[src/rtl/uart_move_parser.sv]
// Bridges the UART FIFOs and the tic-tac-toe core: buffers one position digit,
// echoes accepted keys and offers a move over valid/ready when it is committed.
module uart_move_parser #(
  parameter bit ECHO_EN    = 1'b1,
  parameter bit REQUIRE_CR = 1'b1,
  parameter int ERR_W      = 8
) (
  input  logic             clk,
  input  logic             reset_n,
  input  logic             rx_empty,
  input  logic [7:0]       r_data,
  output logic             rd_uart,
  input  logic             tx_full,
  output logic [7:0]       w_data,
  output logic             wr_uart,
  output logic [3:0]       move_pos,
  output logic             move_valid,
  input  logic             move_ready,
  output logic             pending,
  output logic [ERR_W-1:0] err_cnt
);

  typedef enum logic [1:0] {
    S_IDLE,
    S_CLASSIFY,
    S_ECHO,
    S_ISSUE
  } state_t;

  state_t           r_state;
  state_t           w_next;
  logic [7:0]       r_char;
  logic [3:0]       r_pendPos;
  logic             r_pending;
  logic             r_commit;
  logic             r_live;
  logic [ERR_W-1:0] r_errCnt;

  logic w_isDigit;
  logic w_isCr;
  logic w_isBs;
  logic w_setDigit;
  logic w_clrPend;
  logic w_incErr;
  logic w_commit;

  assign w_isDigit = (r_char >= 8'h31) && (r_char <= 8'h39);
  assign w_isCr    = (r_char == 8'h0D);
  assign w_isBs    = (r_char == 8'h08);

  always_ff @(posedge clk or negedge reset_n) begin
    if (!reset_n) r_state <= S_IDLE;
    else          r_state <= w_next;
  end

  // r_live keeps the pop strobe quiet while reset is held, so queued bytes survive it
  always_comb begin
    w_next     = r_state;
    rd_uart    = 1'b0;
    wr_uart    = 1'b0;
    w_data     = 8'h00;
    move_valid = 1'b0;
    move_pos   = 4'd0;
    w_setDigit = 1'b0;
    w_clrPend  = 1'b0;
    w_incErr   = 1'b0;
    w_commit   = 1'b0;
    case (r_state)
      S_IDLE: begin
        if (!rx_empty && r_live) begin
          rd_uart = 1'b1;
          w_next  = S_CLASSIFY;
        end
      end
      S_CLASSIFY: begin
        w_next = S_IDLE;
        if (w_isDigit) begin
          w_setDigit = 1'b1;
          w_commit   = !REQUIRE_CR;
          if (ECHO_EN)          w_next = S_ECHO;
          else if (!REQUIRE_CR) w_next = S_ISSUE;
        end else if (w_isCr) begin
          if (r_pending) begin
            w_commit = 1'b1;
            w_next   = ECHO_EN ? S_ECHO : S_ISSUE;
          end else begin
            w_incErr = 1'b1;
          end
        end else if (w_isBs) begin
          if (r_pending) begin
            w_clrPend = 1'b1;
            if (ECHO_EN) w_next = S_ECHO;
          end
        end else begin
          w_incErr = 1'b1;
        end
      end
      S_ECHO: begin
        if (!tx_full) begin
          wr_uart = 1'b1;
          w_data  = r_char;
          w_next  = r_commit ? S_ISSUE : S_IDLE;
        end
      end
      S_ISSUE: begin
        move_valid = 1'b1;
        move_pos   = r_pendPos;
        if (move_ready) begin
          w_clrPend = 1'b1;
          w_next    = S_IDLE;
        end
      end
      default: w_next = S_IDLE;
    endcase
  end

  always_ff @(posedge clk or negedge reset_n) begin
    if (!reset_n) begin
      r_live    <= 1'b0;
      r_char    <= 8'h00;
      r_pendPos <= 4'd0;
      r_pending <= 1'b0;
      r_commit  <= 1'b0;
      r_errCnt  <= '0;
    end else begin
      r_live <= 1'b1;
      if (rd_uart) r_char <= r_data;
      if (w_setDigit) begin
        r_pendPos <= r_char[3:0];
        r_pending <= 1'b1;
      end
      if (w_clrPend) r_pending <= 1'b0;
      if (r_state == S_CLASSIFY) r_commit <= w_commit;
      if (w_incErr && (r_errCnt != '1)) r_errCnt <= r_errCnt + 1'b1;
    end
  end

  assign pending = r_pending;
  assign err_cnt = r_errCnt;

endmodule

[config.mk]
export PLATFORM = sky130hd
export DESIGN_NAME = uart_move_parser
export DESIGN_NICKNAME = d
export VERILOG_FILES = /design/src/rtl/uart_move_parser.sv
export SDC_FILE = /design/constraint.sdc
export NUM_CORES = 1
export LEC_CHECK = 0
export ABC_CLOCK_PERIOD_IN_PS = 5100
export CELL_PAD_IN_SITES_DETAIL_PLACEMENT = 1
export CELL_PAD_IN_SITES_GLOBAL_PLACEMENT = 2
export CORE_AREA = 10 10 68 70
export DETAILED_ROUTE_END_ITERATION = 8
export DIE_AREA = 0 0 78 80
export DONT_BUFFER_PORTS = 1
export GPL_TIMING_DRIVEN = 0
export PLACE_DENSITY = 0.81
export SETUP_SLACK_MARGIN = 0.3
export SYNTH_ARGS = -nofsm -noshare
export SYNTH_HDL_FRONTEND = slang
export SYNTH_SLANG_ARGS = --single-unit
[constraint.sdc]
create_clock -name clk -period 5.1 [get_ports clk]
set_input_delay 1.02 -clock clk [delete_from_list [all_inputs] [get_ports clk]]
set_output_delay 1.02 -clock clk [all_outputs]
set_load 0.03 [all_outputs]
# ---- After elaboration in Yosys (flattened, before gate mapping)
# Cells that the tools add are included.
dict set report totals {
  ff_bits 25
  inputBits 13
  output_inout_bits 24
  elab_cells 60
}
dict set report classes {
  addsub 1
  magnitude_cmp 2
  n_eq_ne 9
  n_mux 34
  reduce_logical 7
}
# cell count
set op_table {}
lappend op_table {{two-way mux 1 bit} 21}
lappend op_table {{equality test 8 x 4 -> 1 bit, second input constant} 2}
lappend op_table {{two-way mux 2 bit} 8}
lappend op_table {{two-way mux 8 bit} 2}
lappend op_table {{adder 8 x 1 -> 8 bit, second input constant} 1}
lappend op_table {{greater-or-equal comparator 8 x 6 -> 1 bit, second input constant} 1}
lappend op_table {{<= comparator 8 x 6 -> 1 bit, second input constant} 1}
lappend op_table {{inequality test 8 bit, second input constant} 1}
lappend op_table {{case mux 2 bit (4 select lines)} 1}
lappend op_table {{inequality test 2 bit, second input constant} 3}
lappend op_table {{equality test 2 bit, second input constant} 2}
lappend op_table {{two-way mux 4 bit} 1}
lappend op_table {{logical AND 1 bit} 3}
lappend op_table {{AND reduction 3 bit} 1}
lappend op_table {{equality test 2 x 1 -> 1 bit, second input constant} 1}
lappend op_table {{zero test 2 bit} 1}
lappend op_table {{case mux 1 bit (2 select lines)} 1}
lappend op_table {{nonzero test 2 bit} 1}
lappend op_table {{zero test 1 bit} 1}

# ---- Depth between registers and ports, before layout
# Gate-level depths: netlist (run 1).
dict set report depth {
  ltp_word 6
  ltp_mapped 6
  ltp_nobuf 5
}

# ---- Least setup slack after synthesis (run 1)
# No wires, ideal clock.
dict set report synth_path {
  path_kind {input -> output}
  startpoint {input tx_full}
  endpoint {output w_data[0]}
  t_arrival_ps 2438
  setup_slack_ps 1642
  stages 2
  n_path_buf 0
  path_cell_list {nor3b_1 and2_1}
}
dict set report synth_between {
  elab_chain_cells 2
}
# element line
set synth_lines {}
lappend synth_lines {{start, declared} 13} ;# input logic tx_full,
lappend synth_lines {{two-way mux 8 bit} 99} ;# if (!tx_full) begin
lappend synth_lines {{two-way mux 8 bit} 68} ;# case (r_state)
lappend synth_lines {{end, declared} 14} ;# output logic [7:0] w_data,
# Every way passes these cells.

# ---- Final worst setup path (run 1)
dict set report layout_path {
  startpoint {register r_state[1]}
  endpoint {output w_data[4]}
}
dict set report layout_between {
  elab_chain_cells 2
}
# element line
set layout_lines {}
lappend layout_lines {{start, declared} 30} ;# state_t r_state;
lappend layout_lines {{start signal, assigned} 53} ;# else r_state <= w_next;
lappend layout_lines {{equality test 2 bit} 68}
lappend layout_lines {{two-way mux 8 bit} 68}
# Every way passes these cells.

==> metrics.md, run 1 <==
| Metric | Value |
|---|---|
| Crit path from | `r_state[1]` |
| Most area-consuming cells after synthesis | `dfrtp_1 48%, mux2_2 10%, and2_1 4.3%, nand2_1 2.6%, and3_1 2.4%` |
| Syn nets | `127` |
| Number of DRC markers in iteration 0 | `36` |
| Ports | `37` |
| P&R area growth vs syn | `6.83%` |
| Vias | `880` |
| Distinct cells, synth | `35` |
| Critical Path End Type | `output port` |
| Antenna fix cells | `0` |
| Clk_skew | `approximately 5.3 ps` |
| Pin count of the biggest net entering global routing | `26` |
| CP max FO | `10` |
| Flop-to-flop setup slack | `approximately 2900 ps` |
| DRC | `0` |
| Crit path arrival time | `between 2000 and 2500 ps` |
| DRT Wirelength | `roughly 3100 µm` |
| Multi-input logic area | `about 650 µm²` |
| Layout Nets | `132` |
| Top cell type's share of synthesized area | `48.1%` |
| Grt total ovfl | `0` |
| Slew headroom | `around two fifths` |
| Total power | `~560 µW` |
| Yosys synthesis warning count | `0` |
| Later-pin clock latency in the skew report | `roughly 320 ps` |
| Leakage | `slightly above 0.6 nW` |
| Worst Tran Pin Value | `898 ps` |
| R2R depth | `5` |
| Clk buf depth | `2` |
| Number of vias per cell | `around 5.4` |
| 1st-pass router iterations | `4` |
| Crit path capture | `w_data[4]` |
| Post-Syn Area | `roughly 1300 µm²` |
| Crit Path Class | `flop to output port` |
| Vias in the first global route | `975` |
| Final Wtd Congestion | `about 0.75` |
| Design Area, Final | `approximately 1400 µm²` |
| Most frequent cell after synthesis | `dfrtp_1` |
| Post-CTS Resized | `0` |
| Dominant synthesized flop cell | `dfrtp_1` |
| #FFs+latches synth | `25` |
| Slew Limit Fails | `0` |
| H-tree levels | `1` |
| TritonCTS clock tree | `done` |
| Final cycle utilization of the critical path | `between 60% and 70%` |
| Number of max-cap violations | `0` |
| Min Hold Slack | `around 370 ps` |
| Root Driver | `clkbuf_4` |
| Initial antenna violation count | `0` |
| Setup repair after global routing missed its margin | `false` |
| Hold Buf Count CTS | `0` |
| Number of flops mapped to enable cells by yosys | `0` |
| Die outline height | `roughly 80 µm` |
| Seq/Total Area, Yosys | `48.1%` |
| Synth area leader | `dfrtp_1` |
| WL/cell | `approximately 19 µm` |
| Max Freq | `between 300 and 400 MHz` |
| Power Density | `approximately 410 nW/µm²` |
| Global-route wire length before repair | `5060 µm` |
| DIE WIDTH | `78 µm` |
| Synth cell count leaders | `25 x dfrtp_1, 12 x mux2_2, 9 x and2_1, 9 x nand2_1` |
| Placed cell areas | `between 1000 and 1500 µm²` |
| Status | `finished clean` |
| Dpl hpwl | `2280 µm` |
| Final hold vios | `0` |
| FILL cells | `364` |
| Hold crit path type | `input pin to asynchronous set/reset pin` |
| Clock Pin Slew Worst Setup and Hold Paths | `140 ps` |
| Fin Setup TNS | `0 ps` |
| End of the worst register-to-register path | `err_cnt[1]` |
| Worst EP required | `4080 ps` |
| Post-DRT Antenna Nets | `0` |
| Synth Area per Inst | `11.5 µm²` |
| Row cnt | `21` |
| Initial core utilization | `39.6%` |
| IO buf count | `0` |
| GRT Total Usage | `roughly 10%` |
| DIE AREA | `between 6000 and 7000 µm²` |
| Setup Buffers After CTS | `0` |
| Total CTS buffers | `3` |
| Share of cells above drive strength 1 | `23.1%` |
| Clk sinks | `25` |
| Max VDD drop | `around 0.00016 V` |
| Crit path launch type | `flop` |
| FF+latch area | `626 µm²` |
| R2r startpoint | `err_cnt[0]` |
| Setup-failing EPs final | `0` |
| Tmin final | `3240 ps` |
| Core area | `3280 µm²` |
| Post-synthesis cell count | `approximately 110` |
| Post-synth ARST share | `between 90% and 100%` |
per-layer routing:
metal / part of all wire [%] / global-route usage [%] / up-vias
met5: 0 / 0 / -
met4: 0.75 / 3.76 / 0
met3: 9.4 / 4.50 / 2
met2: 47 / 16.0 / 23
met1: 43 / 11.6 / 444
li1: - / - / 411
critical path, cell delays in order (launching register included):
cell	delay, ps
dfrtp_1	360
clkbuf_1	300
nor3b_2	800
and2_1	430
power by group:
part,internal [mW],switching (mW),total [mW]
sequential,0.248,0.103,0.351
combinational,0.0658,0.0573,0.123
clock,0.0306,0.0592,0.0898
total,0.344,0.219,0.563
stage by stage:
stage,cells,setup slack [ps],util [%]
final,163,1860,42.3
after global routing,163,1650,42.3
after CTS,163,1810,42.3
after detailed placement,159,1870,41.5
after global placement,159,1320,41.4
after floorplan,113,1640,-
logic make-up (layout without fill, tap and decap cells):
logic type	after synthesis	count (layout)	share of synthesized area, %
AOI/OAI and AO/OA	7	7	4.13
adders and majority gates	1	1	0.961
and+or+nand+nor	52	52	25.7
muxes	16	16	14.0
xor gates and xnor gates	6	6	4.62
buffers and inverters	5	9	2.21
DFF	25	25	48.1
other	1	1	0.288
state kept, by name, summed over array words and instances (netlist names):
signal / flops
r_state: 2
r_pendPos: 4
r_char: 8
pending: 1
r_commit: 1
r_live: 1
err_cnt: 8
area by class of cell:
type | instances | area share, %
multi-input cells | 83 | 46.9
flip-flops and latches | 25 | 45.0
well taps | 46 | 4.14
plain buffers | 5 | 2.07
clock buffers | 4 | 1.89
worst min-delay path by stage:
stage	to	from	cells past startpoint
floorplan	r_commit	r_commit	2
global placement	r_pendPos[2]	r_pendPos[2]	1
detailed placement	r_pendPos[0]	r_pendPos[0]	1
CTS	r_char[7]	reset_n	0
global route	err_cnt[5]	reset_n	0
finish	r_live	reset_n	0
layout by cell type (no fill, tap or decap):
| cell | instances |
|---|---|
| nand2b_1 | 5 |
| nor3b_2 | 1 |
| nor3_1 | 5 |
| o311ai_0 | 1 |
| nor4_4 | 1 |
| and2_1 | 9 |
| mux2_2 | 12 |
| xor2_1 | 3 |
| nor4_2 | 1 |
| nor4b_2 | 1 |
| clkbuf_4 | 3 |
| o21ai_0 | 3 |
| or2_1 | 1 |
| nor4b_1 | 1 |
| dfrtp_1 | 25 |
| or3_4 | 1 |
| nor2b_1 | 1 |
| nand2_1 | 9 |
| conb_1 | 1 |
| nand4_1 | 3 |
| ha_1 | 1 |
| xnor2_2 | 1 |
| mux2i_1 | 1 |
| buf_2 | 2 |
| nand3_1 | 5 |
| buf_6 | 1 |
| clkbuf_1 | 3 |
| a22oi_1 | 1 |
| mux2_4 | 1 |
| xnor2_1 | 2 |
| mux2_1 | 2 |
| nor4_1 | 2 |
| a21o_1 | 1 |
| and3_1 | 5 |
| or4_4 | 1 |
| a21o_4 | 1 |
Note: power is estimated with default switching activity, not from simulation.
==> run 2: changes to the inputs <==
- ABC_CLOCK_PERIOD_IN_PS: 5100 -> 3400
- CORE_AREA: 10 10 68 70 -> 10 10 70 72
- DIE_AREA: 0 0 78 80 -> 0 0 80 82
- PLACE_DENSITY: 0.81 -> 0.77
- clock period: 5.1 -> 3.4 ns (I/O delays scaled with it)
==> run 2 against run 1 <==
Net effect:
- clock-buffer cell count fell by 1
- clock power rose by 56%
- via count fell by 1.8%
- global-route usage fell by 0.46 points
- die area rose by 5.1%
- non-clock buffer count rose by 1
- highest routed layer unchanged
- sequential power rose by 49%
- power rose by 52%
- setup slack got worse by 1300 ps
- hold slack got worse by 240 ps
- utilization fell by 2.6 points
- first-iteration DRC count rose by 50%
==> metrics.md, run 2 (synthesized netlist as in run 1, its figures left out) <==
| Metric | Value |
|---|---|
| Comb power frac | `22.6% (+0.8 points)` |
| Number of max-cap violations | `0 (unchanged)` |
| DRT Wirelength | `3070 µm (+0.13%)` |
| DRC | `0 (unchanged)` |
| Root Driver | `clkbuf_4` |
| Sequential Power Share | `61.0% (-1.2 points)` |
| Switch share | `39.5% (+0.57 points)` |
| Fin cells | `166 (+1.8%)` |
| WL/cell | `18.5 µm (-1.7%)` |
| Worst Tran Pin Value | `657 ps (-241 ps)` |
| Share of cells above drive strength 1 | `24.6% (+1.5 points)` |
| Crit path launch type | `flop` |
| TritonCTS clock tree | `done` |
| Final hold vios | `0 (unchanged)` |
| Die outline height | `82 µm (+2.5%)` |
| Setup Buffers After CTS | `0 (unchanged)` |
| Tmin final | `~2800 ps` |
| CP max FO | `10 (unchanged)` |
| H-tree levels | `1 (unchanged)` |
| Ports | `37 (unchanged)` |
| Initial antenna violation count | `0 (unchanged)` |
| Vias | `864 (-1.8%)` |
| Placed cell areas | `1370 µm² (+0.18%)` |
| Clk_skew | `10.8 ps (+5.59 ps)` |
| Hold crit path type | `input pin to asynchronous set/reset pin` |
| Layout Nets | `133 (+0.76%)` |
| Slew headroom | `56.1% (+16 points)` |
| Leakage | `0.621 nW (+2.2%)` |
| Crit Path Class | `flop to output port` |
| GRT Total Usage | `9.56% (-0.46 points)` |
| Number of vias per cell | `5.20 (-3.6%)` |
| Final cycle utilization of the critical path | `82.1%` |
| Final Wtd Congestion | `0.710 (-6.0%)` |
| Max VDD drop | `0.000189 V (+17%)` |
| Initial core utilization | `36.4% (-3.3 points)` |
| Grt total ovfl | `0 (unchanged)` |
| Crit path arrival time | `2110 ps (-110 ps)` |
| Setup-failing EPs final | `0 (unchanged)` |
| Setup repair after global routing missed its margin | `false` |
| Pin count of the biggest net entering global routing | `26 (unchanged)` |
| Status | `finished clean` |
| Design Area, Final | `1420 µm² (+2.2%)` |
| Clock power frac | `16.4% (+0.5 points)` |
| Global-route wire length before repair | `4870 µm (-3.7%)` |
| Slew Limit Fails | `0 (unchanged)` |
| Min Hold Slack | `126 ps (-245 ps)` |
| Internal power | `517 µW (+50%)` |
| Antenna fix cells | `0 (unchanged)` |
| Leading cell types in the layout, fill and taps excluded | `25 x dfrtp_1, 12 x mux2_2, 9 x and2_1, 9 x nand2_1` |
| Critical Path End Type | `output port` |
| Number of DRC markers in iteration 0 | `54 (+50%)` |
| Later-pin clock latency in the skew report | `340 ps (+20 ps)` |
| Total CTS buffers | `3 (unchanged)` |
| Total power | `855 µW (+52%)` |
| Clock Pin Slew Worst Setup and Hold Paths | `150 ps (about the same)` |
| DIE WIDTH | `80 µm (+2.6%)` |
| Commonest non-fill, non-tap cell in the layout | `dfrtp_1` |
| Net switching power | `338 µW (+54%)` |
| P&R area growth vs syn | `9.13%` |
| # placed instances | `161 (+1.3%)` |
| Core area | `3580 µm² (+9.0%)` |
| Fin Setup TNS | `0 ps (unchanged)` |
| Power Density | `602 nW/µm² (+49%)` |
| Vias in the first global route | `912 (-6.5%)` |
| Post-DRT Antenna Nets | `0 (unchanged)` |
| IO buf count | `0 (unchanged)` |
| Worst EP required | `2720 ps (-1360 ps)` |
| Clk buf depth | `2 (unchanged)` |
| Max Freq | `~360 MHz` |
| Row cnt | `22 (+4.8%)` |
| DIE AREA | `6560 µm² (+5.1%)` |
| 1st-pass router iterations | `4 (unchanged)` |
| Dpl hpwl | `2260 µm (-0.91%)` |
| Clk sinks | `25 (unchanged)` |
==> run 2: layout make-up <==
type	instances	area, µm²
fillers	401	2160
multi-input cells	83	658
flip-flops and latches	25	626
well taps	48	60.1
plain buffers	5	28.8
clock buffers	3	22.5
repair buffers	1	20.0
clock inverters	1	5.00
==> run 2: final timing paths <==
kind	end	cells past startpoint	slack (ps)	start
min in group clk	pending	1	420	move_ready
hold reg to reg	r_pendPos[0]	1	520	r_pendPos[0]
setup / recovery	w_data[1]	3	610	r_state[1]
max in group asynchronous	err_cnt[4]	1	3120	reset_n
setup reg to reg	err_cnt[1]	5	1260	err_cnt[0]
hold / removal	r_live	1	130	reset_n
==> run 2: power by group through the flow <==
stage	clock (mW)	combinational, mW	sequential, mW
global route	0.161	0.218	0.539
detailed placement	0	0.186	0.532
CTS	0.146	0.188	0.526
finish	0.140	0.193	0.522
floorplan	0	0.158	0.505
global placement	0	0.178	0.528
==> run 2: stage by stage <==
| step | util [%] | setup slack (ps) |
|---|---|---|
| after floorplan | - | 622 |
| after global placement | 38.0 | 268 |
| after detailed placement | 38.2 | 812 |
| after CTS | 39.0 | 422 |
| after global routing | 39.7 | 484 |
| final | 39.7 | 609 |
==> run 2: worst max-delay path, cell delays in order (launching register included) <==
cell,delay [ps]
dfrtp_1,370
clkbuf_1,340
nor3b_4,650
and2_1,410
==> run 2: routing by layer <==
layer / GRT usage (%) / part of all wire [%]
met3: 2.40 / 6.6
met4: 4.75 / 1.8
met1: 11.4 / 43
met5: 0 / 0
met2: 15.7 / 48
==> run 2: what timing repair did <==
action / in CTS / in global routing
hold buffers: 0 / 1
endpoints found under the hold margin: 0 / 25
endpoints found under the setup margin: 0 / 8
gates resized for setup: 0 / 1
==> run 3: changes to the inputs <==
- ABC_CLOCK_PERIOD_IN_PS: 3400 -> 2900
- clock period: 3.4 -> 2.9 ns (I/O delays scaled with it)
==> run 3 against run 2 <==
Net effect:
- non-clock buffer count unchanged
- flip-flop and latch count did not move
- critical path depth unchanged
- clock skew shrank 0.89 ps
==> metrics.md, run 3 (synthesized netlist as in run 1, its figures left out) <==
| Metric | Value |
|---|---|
| Commonest non-fill, non-tap cell in the layout | `dfrtp_1` |
| Power Density | `696 nW/µm² (+16%)` |
| Root Driver | `clkbuf_4` |
| Clock Pin Slew Worst Setup and Hold Paths | `150 ps (about the same)` |
| Share of cells above drive strength 1 | `31.1% (+6.5 points)` |
| P&R area growth vs syn | `11.3%` |
| DIE WIDTH | `80 µm (unchanged)` |
| Max Freq | `just over 400 MHz` |
| Number of max-cap violations | `0 (unchanged)` |
| Post-DRT Antenna Nets | `0 (unchanged)` |
| Crit path launch type | `flop` |
| 1st-pass router iterations | `4 (unchanged)` |
| Slew headroom | `57.7% (+1.5 points)` |
| Die outline height | `82 µm (unchanged)` |
| Crit path arrival time | `1900 ps (-210 ps)` |
| TritonCTS clock tree | `done` |
| Final cycle utilization of the critical path | `between 80% and 90%` |
| Worst EP required | `2320 ps (-400 ps)` |
| Initial antenna violation count | `0 (unchanged)` |
| R2r startpoint | `err_cnt[0]` |
| DRC | `0 (unchanged)` |
| Clk buf depth | `2 (unchanged)` |
| IO buf count | `0 (unchanged)` |
| GRT Total Usage | `9.94% (+0.38 points)` |
| Grt total ovfl | `0 (unchanged)` |
| DRT Wirelength | `3150 µm (+2.5%)` |
| R2R depth | `5 (unchanged)` |
| Critical Path End Type | `output port` |
| Leading cell types in the layout, fill and taps excluded | `25 x dfrtp_1, 12 x mux2_2, 9 x nand2_1` |
| Status | `finished clean` |
| Flop-to-flop setup slack | `760 ps (-500 ps)` |
| Number of vias per cell | `5.24 (+0.67%)` |
| Final WS setup | `422 ps (-187 ps)` |
| CP max FO | `11 (+1)` |
| Clk_skew | `9.96 ps (-0.886 ps)` |
| Crit Path Class | `flop to output port` |
| Number of DRC markers in iteration 0 | `46 (-15%)` |
| Tmin final | `about 2500 ps` |
| Slew Limit Fails | `0 (unchanged)` |
| Vias in the first global route | `933 (+2.3%)` |
| Setup repair after global routing missed its margin | `false` |
| Total CTS buffers | `3 (unchanged)` |
| Ports | `37 (unchanged)` |
| Initial core utilization | `36.4% (unchanged)` |
| Hold crit path type | `input pin to asynchronous set/reset pin` |
| Final Wtd Congestion | `0.710 (unchanged)` |
| Clk sinks | `25 (unchanged)` |
| Leakage | `0.638 nW (+2.7%)` |
| FILL cells | `398 (-0.75%)` |
| Antenna fix cells | `0 (unchanged)` |
| Max VDD drop | `0.000222 V (+17%)` |
| DIE AREA | `6560 µm² (unchanged)` |
| Vias | `875 (+1.3%)` |
| Later-pin clock latency in the skew report | `330 ps (about the same)` |
| Worst Tran Pin Value | `634 ps (-22.8 ps)` |
| Final hold vios | `0 (unchanged)` |
| Dpl ws | `412 ps (-400 ps)` |
| Dpl hpwl | `2260 µm (unchanged)` |
| Global-route wire length before repair | `5060 µm (+4.0%)` |
| WL/cell | `18.9 µm (+1.9%)` |
| End of the worst register-to-register path | `err_cnt[1]` |
| H-tree levels | `1 (unchanged)` |
| Pin count of the biggest net entering global routing | `26 (unchanged)` |
| Layout Nets | `134 (+0.75%)` |
| Row cnt | `22 (unchanged)` |
| Core area | `3580 µm² (unchanged)` |
| Core Util, Final | `40.5% (+0.77 points)` |
| Setup-failing EPs final | `0 (unchanged)` |
[run 3: per-layer routing]
| layer | vias up | GRT usage, % | routed length, µm |
|---|---|---|---|
| li1 | 414 | - | - |
| met5 | - | 0 | 0 |
| met1 | 438 | 12.1 | 1400 |
| met2 | 19 | 16.1 | 1510 |
| met4 | 0 | 4.75 | 38 |
| met3 | 4 | 2.40 | 200 |
[run 3: cell type report]
type                       count  area, µm²  share of cell area (%)
clock inverter                 1       5.00                   0.346
buffer                         5       31.3                    2.16
clock buffer                   3       22.5                    1.56
sequential                    25        626                    43.2
tap                           48       60.1                    4.15
timing repair buffer           1       20.0                    1.38
multi-input combinational     84        683                    47.2
[run 3: worst max-delay path, stage by stage, from the launching register on]
cell and delay [ps]:
dfrtp_1 420, clkbuf_2 230, nor3b_4 600, and2_4 310
[run 3: what timing repair did]
action                     in CTS  in global routing
resized for setup               6                  9
hold endpoints to repair       25                  0
pin swaps                       1                  1
cloned                          1                  0
setup endpoints to repair       8                  5
setup buffers                   0                  0
hold buffers                    1                  0
[run 3: report_power, final]
part / internal [mW] / switching (mW) / total (mW)
Clock: 0.0519 / 0.112 / 0.164
Combinational: 0.121 / 0.109 / 0.230
Sequential: 0.435 / 0.179 / 0.614
[run 3: worst max-delay path by stage]
stage	from	to	slack (ps)	depth (start not counted)
detailed placement	r_state[0]	w_data[5]	410	3
finish	r_state[0]	w_data[5]	420	3
CTS	r_state[1]	w_data[5]	320	3
global route	r_state[0]	w_data[5]	310	3
floorplan	r_state[0]	w_data[0]	310	3
global placement	r_state[0]	w_data[6]	-110	3
[run 3: stage by stage]
stage,setup TNS (ps),hold slack [ps],instances,power [mW],cell area [µm²]
final,0,27.3,167,1.01,1450
after global routing,0,19.0,167,1.08,1450
after CTS,0,29.1,167,1.02,1440
after detailed placement,0,286,161,0.842,1370
after global placement,-894,285,161,0.829,1360
after floorplan,0,284,113,0.777,1300
